## config.mk

```make
export PLATFORM = sky130hd
export DESIGN_NAME = knn_dist_sequencer_flat
export DESIGN_NICKNAME = d
export VERILOG_FILES = /design/src/rtl/knn_dist_sequencer_pkg.sv /design/src/rtl/knn_dist_sequencer_if.sv /design/src/rtl/knn_dist_sequencer_sq_dist.sv /design/src/rtl/knn_dist_sequencer.sv /design/src/flat_wrapper.sv
export SDC_FILE = /design/constraint.sdc
export NUM_CORES = 2
export LEC_CHECK = 0
export ABC_AREA = 1
export CAP_MARGIN = 0
export CORE_AREA = 2 2 377 379
export CTS_CLUSTER_SIZE = 8
export DETAILED_ROUTE_END_ITERATION = 6
export DIE_AREA = 0 0 379 381
export PLACE_DENSITY = 0.71
export SYNTH_ARGS = -nofsm -noshare
export SYNTH_HDL_FRONTEND = slang
export SYNTH_SLANG_ARGS = --single-unit
export TNS_END_PERCENT = 10
```

## constraint.sdc

```tcl
create_clock -name clock -period 16.1 [get_ports clock]
set_input_delay 2.415 -clock clock [delete_from_list [all_inputs] [get_ports clock]]
set_output_delay 2.415 -clock clock [all_outputs]
set_load 0.02 [all_outputs]
```

## src/rtl/knn_dist_sequencer_pkg.sv

```systemverilog
// Shared types and constants for the KNN distance sequencer: entry layout,
// coordinate/distance widths and the squared-delta helper.
package knn_dist_sequencer_pkg;

  localparam int BIT_WIDTH  = 16;
  localparam int K_DEFAULT  = 8;
  localparam int ID_W       = 16;
  localparam int SQ_W       = 2 * (BIT_WIDTH + 1);
  localparam int DIST_WIDTH = 2 * BIT_WIDTH + 3;

  localparam logic [DIST_WIDTH-1:0] DIST_INVALID = '1;

  typedef struct packed {
    logic signed [BIT_WIDTH-1:0] x;
    logic signed [BIT_WIDTH-1:0] y;
    logic signed [BIT_WIDTH-1:0] z;
    logic [ID_W-1:0]             point_id;
    logic                        valid;
    logic [DIST_WIDTH-1:0]       distance;
  } knn_entry_t;

  typedef enum logic [1:0] {
    ST_IDLE,
    ST_ISSUE,
    ST_DRAIN
  } seq_state_e;

  // Delta is widened by one bit first so that full-scale opposite corners
  // cannot overflow; the square of a signed value is always non-negative.
  function automatic logic [SQ_W-1:0] sq_delta(input logic signed [BIT_WIDTH-1:0] c,
                                               input logic signed [BIT_WIDTH-1:0] q);
    logic signed [BIT_WIDTH:0] d;
    logic signed [SQ_W-1:0]    de;
    d  = (BIT_WIDTH + 1)'(c) - (BIT_WIDTH + 1)'(q);
    de = SQ_W'(d);
    return $unsigned(de * de);
  endfunction

endpackage

```

## src/rtl/knn_dist_sequencer_if.sv

```systemverilog
// Query/snapshot input handshake and completed-entry output stream of the
// KNN distance sequencer.
interface knn_dist_sequencer_if
  import knn_dist_sequencer_pkg::*;
#(
  parameter int K = K_DEFAULT
) ();

  localparam int IDX_W = $clog2(K);

  logic                        start_valid;
  logic                        start_ready;
  logic signed [BIT_WIDTH-1:0] qp_x;
  logic signed [BIT_WIDTH-1:0] qp_y;
  logic signed [BIT_WIDTH-1:0] qp_z;
  knn_entry_t                  cand_in [K];
  logic                        out_valid;
  logic                        out_ready;
  knn_entry_t                  out_entry;
  logic [IDX_W-1:0]            out_index;
  logic                        out_last;
  logic                        busy;
  logic                        done;

  modport master (
    output start_valid, qp_x, qp_y, qp_z, cand_in, out_ready,
    input  start_ready, out_valid, out_entry, out_index, out_last, busy, done
  );

  modport slave (
    input  start_valid, qp_x, qp_y, qp_z, cand_in, out_ready,
    output start_ready, out_valid, out_entry, out_index, out_last, busy, done
  );

endinterface

```

## src/rtl/knn_dist_sequencer_sq_dist.sv

```systemverilog
// Two-stage squared-Euclidean distance unit with a shared stall enable;
// the entry and a sideband tag travel alongside the arithmetic.
module knn_sq_dist
  import knn_dist_sequencer_pkg::*;
#(
  parameter int TAG_W = 4
) (
  input  logic                        clk,
  input  logic                        rst_n,
  input  logic                        en_i,
  input  logic                        vld_i,
  input  knn_entry_t                  ent_i,
  input  logic signed [BIT_WIDTH-1:0] qx_i,
  input  logic signed [BIT_WIDTH-1:0] qy_i,
  input  logic signed [BIT_WIDTH-1:0] qz_i,
  input  logic [TAG_W-1:0]            tag_i,
  output logic                        vld_o,
  output knn_entry_t                  ent_o,
  output logic [TAG_W-1:0]            tag_o
);

  // Invalid slots still flow through so indices stay contiguous, but carry
  // a distance that sorts them to the far end.
  function automatic logic [DIST_WIDTH-1:0] dist_sel(input logic                  v,
                                                     input logic [DIST_WIDTH-1:0] d);
    return v ? d : DIST_INVALID;
  endfunction

  logic [SQ_W-1:0]       sqx_p1_q, sqy_p1_q, sqz_p1_q;
  knn_entry_t            ent_p1_q;
  logic [TAG_W-1:0]      tag_p1_q;
  logic                  vld_p1_q;
  logic [DIST_WIDTH-1:0] sum_p1;
  knn_entry_t            ent_p2_d;
  knn_entry_t            ent_p2_q;
  logic [TAG_W-1:0]      tag_p2_q;
  logic                  vld_p2_q;

  // ---- stage 1: squares ----
  always_ff @(posedge clk) begin
    if (en_i) begin
      sqx_p1_q <= sq_delta(ent_i.x, qx_i);
      sqy_p1_q <= sq_delta(ent_i.y, qy_i);
      sqz_p1_q <= sq_delta(ent_i.z, qz_i);
      ent_p1_q <= ent_i;
      tag_p1_q <= tag_i;
    end
  end

  always_ff @(posedge clk or negedge rst_n) begin
    if (!rst_n)    vld_p1_q <= 1'b0;
    else if (en_i) vld_p1_q <= vld_i;
  end

  always_comb begin
    sum_p1            = DIST_WIDTH'(sqx_p1_q) + DIST_WIDTH'(sqy_p1_q) + DIST_WIDTH'(sqz_p1_q);
    ent_p2_d          = ent_p1_q;
    ent_p2_d.distance = dist_sel(ent_p1_q.valid, sum_p1);
  end

  // ---- stage 2: sum, drives the output stream directly ----
  always_ff @(posedge clk or negedge rst_n) begin
    if (!rst_n) begin
      vld_p2_q <= 1'b0;
      ent_p2_q <= '0;
      tag_p2_q <= '0;
    end else if (en_i) begin
      vld_p2_q <= vld_p1_q;
      ent_p2_q <= ent_p2_d;
      tag_p2_q <= tag_p1_q;
    end
  end

  assign vld_o = vld_p2_q;
  assign ent_o = ent_p2_q;
  assign tag_o = tag_p2_q;

endmodule

```

## src/rtl/knn_dist_sequencer.sv

```systemverilog
// Streams a K-entry candidate snapshot through one shared distance unit and
// emits each entry, distance filled in, on a valid/ready stream.
module knn_dist_sequencer
  import knn_dist_sequencer_pkg::*;
#(
  parameter int K        = K_DEFAULT,
  parameter int DIST_LAT = 2
) (
  input  logic                 clock,
  input  logic                 reset_n,
  knn_dist_sequencer_if.slave  bus
);

  localparam int                IDX_W    = $clog2(K);
  localparam int                TAG_W    = IDX_W + 1;
  localparam logic [IDX_W-1:0] LAST_IDX = IDX_W'(K - 1);

  if (K < 2 || DIST_LAT != 2) begin : g_bad_cfg
    $error("knn_dist_sequencer: K must be >= 2 and DIST_LAT must be 2");
  end

  seq_state_e                  state_q, state_d;
  logic [IDX_W-1:0]            cnt_q, cnt_d;
  logic                        done_q, done_d;
  logic                        accept;
  logic                        en;
  knn_entry_t                  snap_q [K];
  logic signed [BIT_WIDTH-1:0] qx_q, qy_q, qz_q;
  logic [TAG_W-1:0]            tag_p0;
  logic                        vld_o;
  knn_entry_t                  ent_o;
  logic [TAG_W-1:0]            tag_o;

  // Everything advances together unless the held output is being refused.
  assign en = !(vld_o && !bus.out_ready);

  always_comb begin
    state_d = state_q;
    cnt_d   = cnt_q;
    done_d  = 1'b0;
    accept  = 1'b0;
    unique case (state_q)
      ST_IDLE: begin
        if (bus.start_valid) begin
          accept  = 1'b1;
          cnt_d   = '0;
          state_d = ST_ISSUE;
        end
      end
      ST_ISSUE: begin
        if (en) begin
          if (cnt_q == LAST_IDX) begin
            cnt_d   = '0;
            state_d = ST_DRAIN;
          end else begin
            cnt_d = cnt_q + 1'b1;
          end
        end
      end
      ST_DRAIN: begin
        if (vld_o && bus.out_ready && tag_o[IDX_W]) begin
          state_d = ST_IDLE;
          done_d  = 1'b1;
        end
      end
      default: state_d = ST_IDLE;
    endcase
  end

  always_ff @(posedge clock or negedge reset_n) begin
    if (!reset_n) begin
      state_q <= ST_IDLE;
      cnt_q   <= '0;
      done_q  <= 1'b0;
    end else begin
      state_q <= state_d;
      cnt_q   <= cnt_d;
      done_q  <= done_d;
    end
  end

  // ---- snapshot capture on accept ----
  always_ff @(posedge clock) begin
    if (accept) begin
      snap_q <= bus.cand_in;
      qx_q   <= bus.qp_x;
      qy_q   <= bus.qp_y;
      qz_q   <= bus.qp_z;
    end
  end

  assign tag_p0 = {cnt_q == LAST_IDX, cnt_q};

  knn_sq_dist #(
    .TAG_W (TAG_W)
  ) u_sq_dist (
    .clk   (clock),
    .rst_n (reset_n),
    .en_i  (en),
    .vld_i (state_q == ST_ISSUE),
    .ent_i (snap_q[cnt_q]),
    .qx_i  (qx_q),
    .qy_i  (qy_q),
    .qz_i  (qz_q),
    .tag_i (tag_p0),
    .vld_o (vld_o),
    .ent_o (ent_o),
    .tag_o (tag_o)
  );

  assign bus.out_valid   = vld_o;
  assign bus.out_entry   = ent_o;
  assign bus.out_index   = tag_o[IDX_W-1:0];
  assign bus.out_last    = tag_o[IDX_W];
  assign bus.done        = done_q;
  assign bus.start_ready = (state_q == ST_IDLE);
  assign bus.busy        = (state_q != ST_IDLE);

endmodule

```

## src/flat_wrapper.sv

```systemverilog
// flat-port wrapper written by rule: the top's interface ports become plain ports
module knn_dist_sequencer_flat import knn_dist_sequencer_pkg::*;
#(
  parameter int K        = K_DEFAULT,
  parameter int DIST_LAT = 2
)
  (clock, reset_n, bus_start_valid, bus_qp_x, bus_qp_y, bus_qp_z, bus_cand_in, bus_out_ready, bus_start_ready, bus_out_valid, bus_out_entry, bus_out_index, bus_out_last, bus_busy, bus_done);
  knn_dist_sequencer_if #(.K(K)) bus_i ();
  input  logic clock;
  input  logic reset_n;
  input wire logic [$bits(bus_i.start_valid)-1:0] bus_start_valid;
  input wire logic [$bits(bus_i.qp_x)-1:0] bus_qp_x;
  input wire logic [$bits(bus_i.qp_y)-1:0] bus_qp_y;
  input wire logic [$bits(bus_i.qp_z)-1:0] bus_qp_z;
  input wire logic [$bits(bus_i.cand_in)-1:0] bus_cand_in;
  input wire logic [$bits(bus_i.out_ready)-1:0] bus_out_ready;
  output wire logic [$bits(bus_i.start_ready)-1:0] bus_start_ready;
  output wire logic [$bits(bus_i.out_valid)-1:0] bus_out_valid;
  output wire logic [$bits(bus_i.out_entry)-1:0] bus_out_entry;
  output wire logic [$bits(bus_i.out_index)-1:0] bus_out_index;
  output wire logic [$bits(bus_i.out_last)-1:0] bus_out_last;
  output wire logic [$bits(bus_i.busy)-1:0] bus_busy;
  output wire logic [$bits(bus_i.done)-1:0] bus_done;
  assign bus_i.start_valid = bus_start_valid;
  assign bus_i.qp_x = bus_qp_x;
  assign bus_i.qp_y = bus_qp_y;
  assign bus_i.qp_z = bus_qp_z;
  assign bus_i.cand_in = {>>{bus_cand_in}};
  assign bus_i.out_ready = bus_out_ready;
  assign bus_start_ready = bus_i.start_ready;
  assign bus_out_valid = bus_i.out_valid;
  assign bus_out_entry = bus_i.out_entry;
  assign bus_out_index = bus_i.out_index;
  assign bus_out_last = bus_i.out_last;
  assign bus_busy = bus_i.busy;
  assign bus_done = bus_i.done;
  knn_dist_sequencer #(.K(K), .DIST_LAT(DIST_LAT)) u_core (.clock(clock), .reset_n(reset_n), .bus(bus_i));
endmodule
```

# After elaboration in Yosys (flattened, before gate mapping)
# Index checks and enable logic that the tools add are counted.
word_totals:
  input_bits: 852
  out_inout_bits: 108
  ff_bits: 1131
  elab_cells: 116
op_classes:
  reduce_logical: 9
  bitwise: 1
  eq_ne: 7
  addsub: 6
  n_mul: 3
  magnitude_cmp: 1
  muxes: 17
op_table:
  columns: ["cell", "count"]
  rows:
  - ["100-bit binary-select mux with 3-bit select", 1]
  - ["100-bit 2-to-1 mux", 2]
  - ["17-bit by 17-bit multiplier with 34-bit output", 3]
  - ["16-bit by 16-bit subtractor with 17-bit output", 3]
  - ["34-bit by 34-bit adder with 35-bit output", 1]
  - ["35-bit by 34-bit adder with 35-bit output", 1]
  - ["35-bit 2-to-1 mux", 1]
  - ["3-bit 2-to-1 mux", 3]
  - ["2-bit 2-to-1 mux", 4]
  - ["2-bit case mux with 3 select lines", 1]
  - ["3-bit case mux with 2 select lines", 1]
  - ["4-bit greater-or-equal comparator, second input constant", 1]
  - ["1-bit 2-to-1 mux", 4]
  - ["2-bit by 1-bit inequality test with 1-bit output, second input constant", 2]
  - ["2-bit inequality test, second input constant", 2]
  - ["3-bit inverter with 4-bit output", 1]
  - ["4-bit AND reduction", 1]
  - ["2-bit nonzero test", 2]
  - ["3-bit by 1-bit adder with 3-bit output, second input constant", 1]
  - ["3-bit equality test, second input constant", 1]
  - ["1-bit logical AND", 3]
  - ["3-bit AND reduction", 1]
  - ["2-bit by 1-bit equality test with 1-bit output, second input constant", 1]
  - ["2-bit equality test, second input constant", 1]
  - ["2 further kinds", 2]

# Logic depth before layout (Yosys ltp)
depth:
  depth_word: 6
  depth_mapped: 45
  depth_no_buf: 41

# By module
# Synthesis repeated with hierarchy kept, for this count alone.
hier_totals:
  hier_cells: 8001
  area_unflattened_um2: 78683.0
modules_own_cells:
  columns: ["mod", "n_inst", "seq_area_each_um2", "cells_each", "area_each_um2"]
  rows:
  - ["knn_sq_dist", 1, 7697.4, 5251, 45035.7]
  - ["knn_dist_sequencer", 1, 25614.6, 2750, 33647.3]

# Worst setup path before layout
# OpenSTA, ideal clock, no wires.
synth_timing:
  path_kind: "input to register"
  from: "input bus_start_valid"
  to: "register u_core.qx_q[0] (enable)"
  setup_ns: 0.910
  cell_stages: 2
  n_path_buf: 0
  setup_slack_ns: 1.801
  required_ns: 15.190
  arrival_time_ns: 13.389
  cell_sequence: "nand2_1 inv_1"
synth_via:
  elab_chain_len: 2
synth_lines:
  columns: ["item", "line_no", "source"]
  rows:
  - ["start: declaration", "flat_wrapper.sv:11", "input wire logic [$bits(bus_i.start_valid)-1:0] bus_start_valid;"]
  - ["1-bit 2-to-1 mux", "knn_dist_sequencer.sv:44", "if (bus.start_valid) begin"]
  - ["1-bit 2-to-1 mux", "knn_dist_sequencer.sv:42", "unique case (state_q)"]
  - ["via u_core.accept", "knn_dist_sequencer.sv:25", "logic accept;"]
  - ["end signal: assignment", "knn_dist_sequencer.sv:86", "qx_q <= bus.qp_x;"]
  - ["end: declaration", "knn_dist_sequencer.sv:28", "logic signed [BIT_WIDTH-1:0] qx_q, qy_q, qz_q;"]
# The timed path passes the listed nets, and every way through them passes these cells.
# A chain may end at the register's enable or synchronous reset.

==> results.ini <==
[run_status]
status=finished, final reports clean

[critical_path]
arrival_ns=12.05
regToRegSetupSlack_ns=4.54
rr_startpoint=u_core.cnt_q[0]
cpMostUsedCell=nand2_1
reg2reg_to=u_core.u_sq_dist.sqx_p1_q[33]
endpoint_kind=register
critPathMaxFanout=109
crit_type=register to register
r2r_cells=38
cp_slowest_cell=clkinv_1
critPathMaxStageDelay_ns=0.72
crit_required_ns=16.59
critPathLaunchType=register

[floorplanning]
die_area_um2=144000
die_h_um=381
row_count=138
die_w_um=379
core_area_um2=141000
start_util_pct=47.5
ios=960

[routing]
ant_nets=0
wl_per_cell_um=22.9
dr.pass1.iters=6
dr_total_vias=49800
drt_iter0_drc=4415
viasPerCell=5.27
totalWireLength_um=217000
drcViolationCount=0

[finish]
fin_nets=9491
syn2layout_area_growth_pct=18.6
drive_gt1_share_pct=3.89

[clock_network]
clock_sinks=848
cts_resized=0
ctsHoldBuffers=0
cts_tree=yes
numCtsBuffers=118
post-cts-setup-buffers=0
h-tree-depth=3
clockBufferDepth=3
cts_root_buf=clkbuf_16
clkTransAtPathRegs_ns=0.05
clk-insertion-delay-late_ns=0.78

[sta]
period_minus_slack_ns=11.56
fmax_mhz=86.5
slew_headroom_pct=8.72
setup_viol=0
rsz0062_at_grt=false
fin_skew_ns=0.112
fin_crit_sh_pct=71.8
setup-tns-final_ns=0
hold_viol=0
worst_slew_pin_slew_ns=1.35
final_max_slew_viol_count=0

[synth]
synth_area_per_cell_um2=9.84
synthFlopType=edfxtp_1
synth_seq_area_share_pct=37.3
synth_edf_count=736
synth-seq-cells=848
yosysWarnings=0
syn_area_um2=66700
synth_cell_types=50
synthCells=6781
async_reset_ff_share_pct=13.2

[global_route]
antenna_found_initial=71
grt_overflow_total=0
grt_usage_pct=30.4
grt_pass1_wl_um=321000
grt_pass1_vias=50800
grt_max_degree=175

[min_path]
worstHoldPathType=register to register
min_to=u_core.u_sq_dist.ent_o[52]
hold_depth=2
worstHoldStart=u_core.u_sq_dist.ent_p1_q[52]

[placement]
gp_congestion=0.981
dp_hpwl_um=177000
place.port_buffers=679

[run]
max_cap_viol_count=0

## area by class of cell
| type | instances | area, um2 |
|---|---|---|
| fillers | 12400 | 61400 |
| well taps | 1890 | 2360 |
| clock inverters | 10 | 231 |
| repair buffers | 728 | 7190 |
| clock buffers | 188 | 3270 |
| flip-flops and latches | 848 | 24900 |
| inverters | 1370 | 5180 |
| diodes | 35 | 87.6 |
| multi-input cells | 4392 | 35900 |
## worst max-delay path by stage
stage                     from  slack, ns                             to
6_report       u_core.cnt_q[0]       4.54  u_core.u_sq_dist.sqx_p1_q[33]
2_1_floorplan  bus_start_valid       1.80                 u_core.qx_q[0]
5_1_grt        u_core.cnt_q[0]       3.90  u_core.u_sq_dist.sqx_p1_q[33]
3_5_place_dp   u_core.cnt_q[0]       4.64  u_core.u_sq_dist.sqx_p1_q[33]
3_3_place_gp   u_core.cnt_q[0]       4.90  u_core.u_sq_dist.sqx_p1_q[33]
4_1_cts        u_core.cnt_q[0]       4.60  u_core.u_sq_dist.sqx_p1_q[33]
## worst max-delay path, delay by kind of cell, from the launching register on
family	cells	cell delay, ns
AOI/OAI and AO/OA	4	1.50
DFF	1	0.67
and+or+nand+nor	15	2.52
adders and majority gates	9	3.98
buffers and inverters	10	2.54
## cell usage after synthesis (4+ instances only)
master | n | share of area, %
a21boi_0 | 10 | 0.11
a21oi_2 | 4 | 0.052
nand4_1 | 49 | 0.46
inv_1 | 1340 | 7.5
o22ai_1 | 79 | 0.74
or2_1 | 5 | 0.047
xor2_1 | 83 | 1.1
fa_1 | 847 | 25
o211ai_1 | 4 | 0.045
buf_2 | 43 | 0.32
nand3_1 | 164 | 1.2
a21oi_1 | 180 | 1.4
dfrtp_1 | 112 | 4.2
and3_1 | 5 | 0.047
nand2_1 | 1068 | 6.0
buf_1 | 6 | 0.034
clkbuf_1 | 108 | 0.61
nor2_2 | 9 | 0.084
nor2_1 | 927 | 5.2
ha_1 | 334 | 6.3
o21bai_1 | 25 | 0.28
inv_2 | 21 | 0.12
xor2_2 | 5 | 0.12
o21a_1 | 5 | 0.056
xnor2_1 | 27 | 0.35
a31oi_1 | 69 | 0.65
edfxtp_1 | 736 | 33
nand2_2 | 15 | 0.14
buf_4 | 14 | 0.16
nor3_1 | 21 | 0.16
o21ai_0 | 356 | 2.7
clkinv_1 | 8 | 0.045
and2_1 | 5 | 0.047
o21ai_1 | 5 | 0.037
nor2_4 | 11 | 0.19
or2_2 | 26 | 0.24
a21o_1 | 32 | 0.36
## through the flow
stage	setup slack [ns]	util [%]	hold slack [ns]	instance area (um2)	std cells
2_1_floorplan	1.80	-	0.418	66700	6783
3_3_place_gp	4.90	53.8	0.422	75600	9228
3_5_place_dp	4.64	53.8	0.426	75600	9228
4_1_cts	4.60	56.3	0.430	79100	9426
5_1_grt	3.90	56.3	0.460	79100	9453
6_report	4.54	56.3	0.424	79200	9461
## flip-flops by register name, summed over array words and instances (netlist names), 2 cells and up
| name | cells |
|---|---|
| u_core.u_sq_dist.sqx_p1_q | 33 |
| u_core.u_sq_dist.ent_o | 100 |
| u_core.state_q | 2 |
| u_core.u_sq_dist.tag_o | 4 |
| u_core.u_sq_dist.sqy_p1_q | 33 |
| u_core.u_sq_dist.sqz_p1_q | 33 |
| u_core.qy_q | 16 |
| u_core.qz_q | 16 |
| u_core.snap_q | 520 |
| u_core.u_sq_dist.ent_p1_q | 65 |
| u_core.cnt_q | 3 |
| u_core.qx_q | 16 |
| u_core.u_sq_dist.tag_p1_q | 4 |
## kinds of logic after synthesis
group,share of synthesized area [%]
AOI/OAI and AO/OA,6.41
xor gates and xnor gates,1.71
adders and majority gates,31.7
buffers and inverters,8.87
DFF,37.3
other,0.00562
and+or+nand+nor,14.0
## per-layer routing
metal	part of all wire, %	global-route usage [%]
met3	8.7	6.74
met5	0.12	0
met1	40	40.2
met4	5.0	14.3
met2	46	47.7
## layout by cell type (no fill, tap or decap), drive strengths merged, types with 79 or more instances in the layout
cell type and instances:
inv 1364, ha 334, nand3 167, clkdlybuf4s50 678, edfxtp 736, o22ai 79
xor2 91, o21ai 361, fa 847, nor2 947, a21oi 184, nand2 1084
clkbuf 188, dfrtp 112
Power is not shown: default switching activity piles up to over one toggle a cycle in this logic, so the estimate is an artifact.
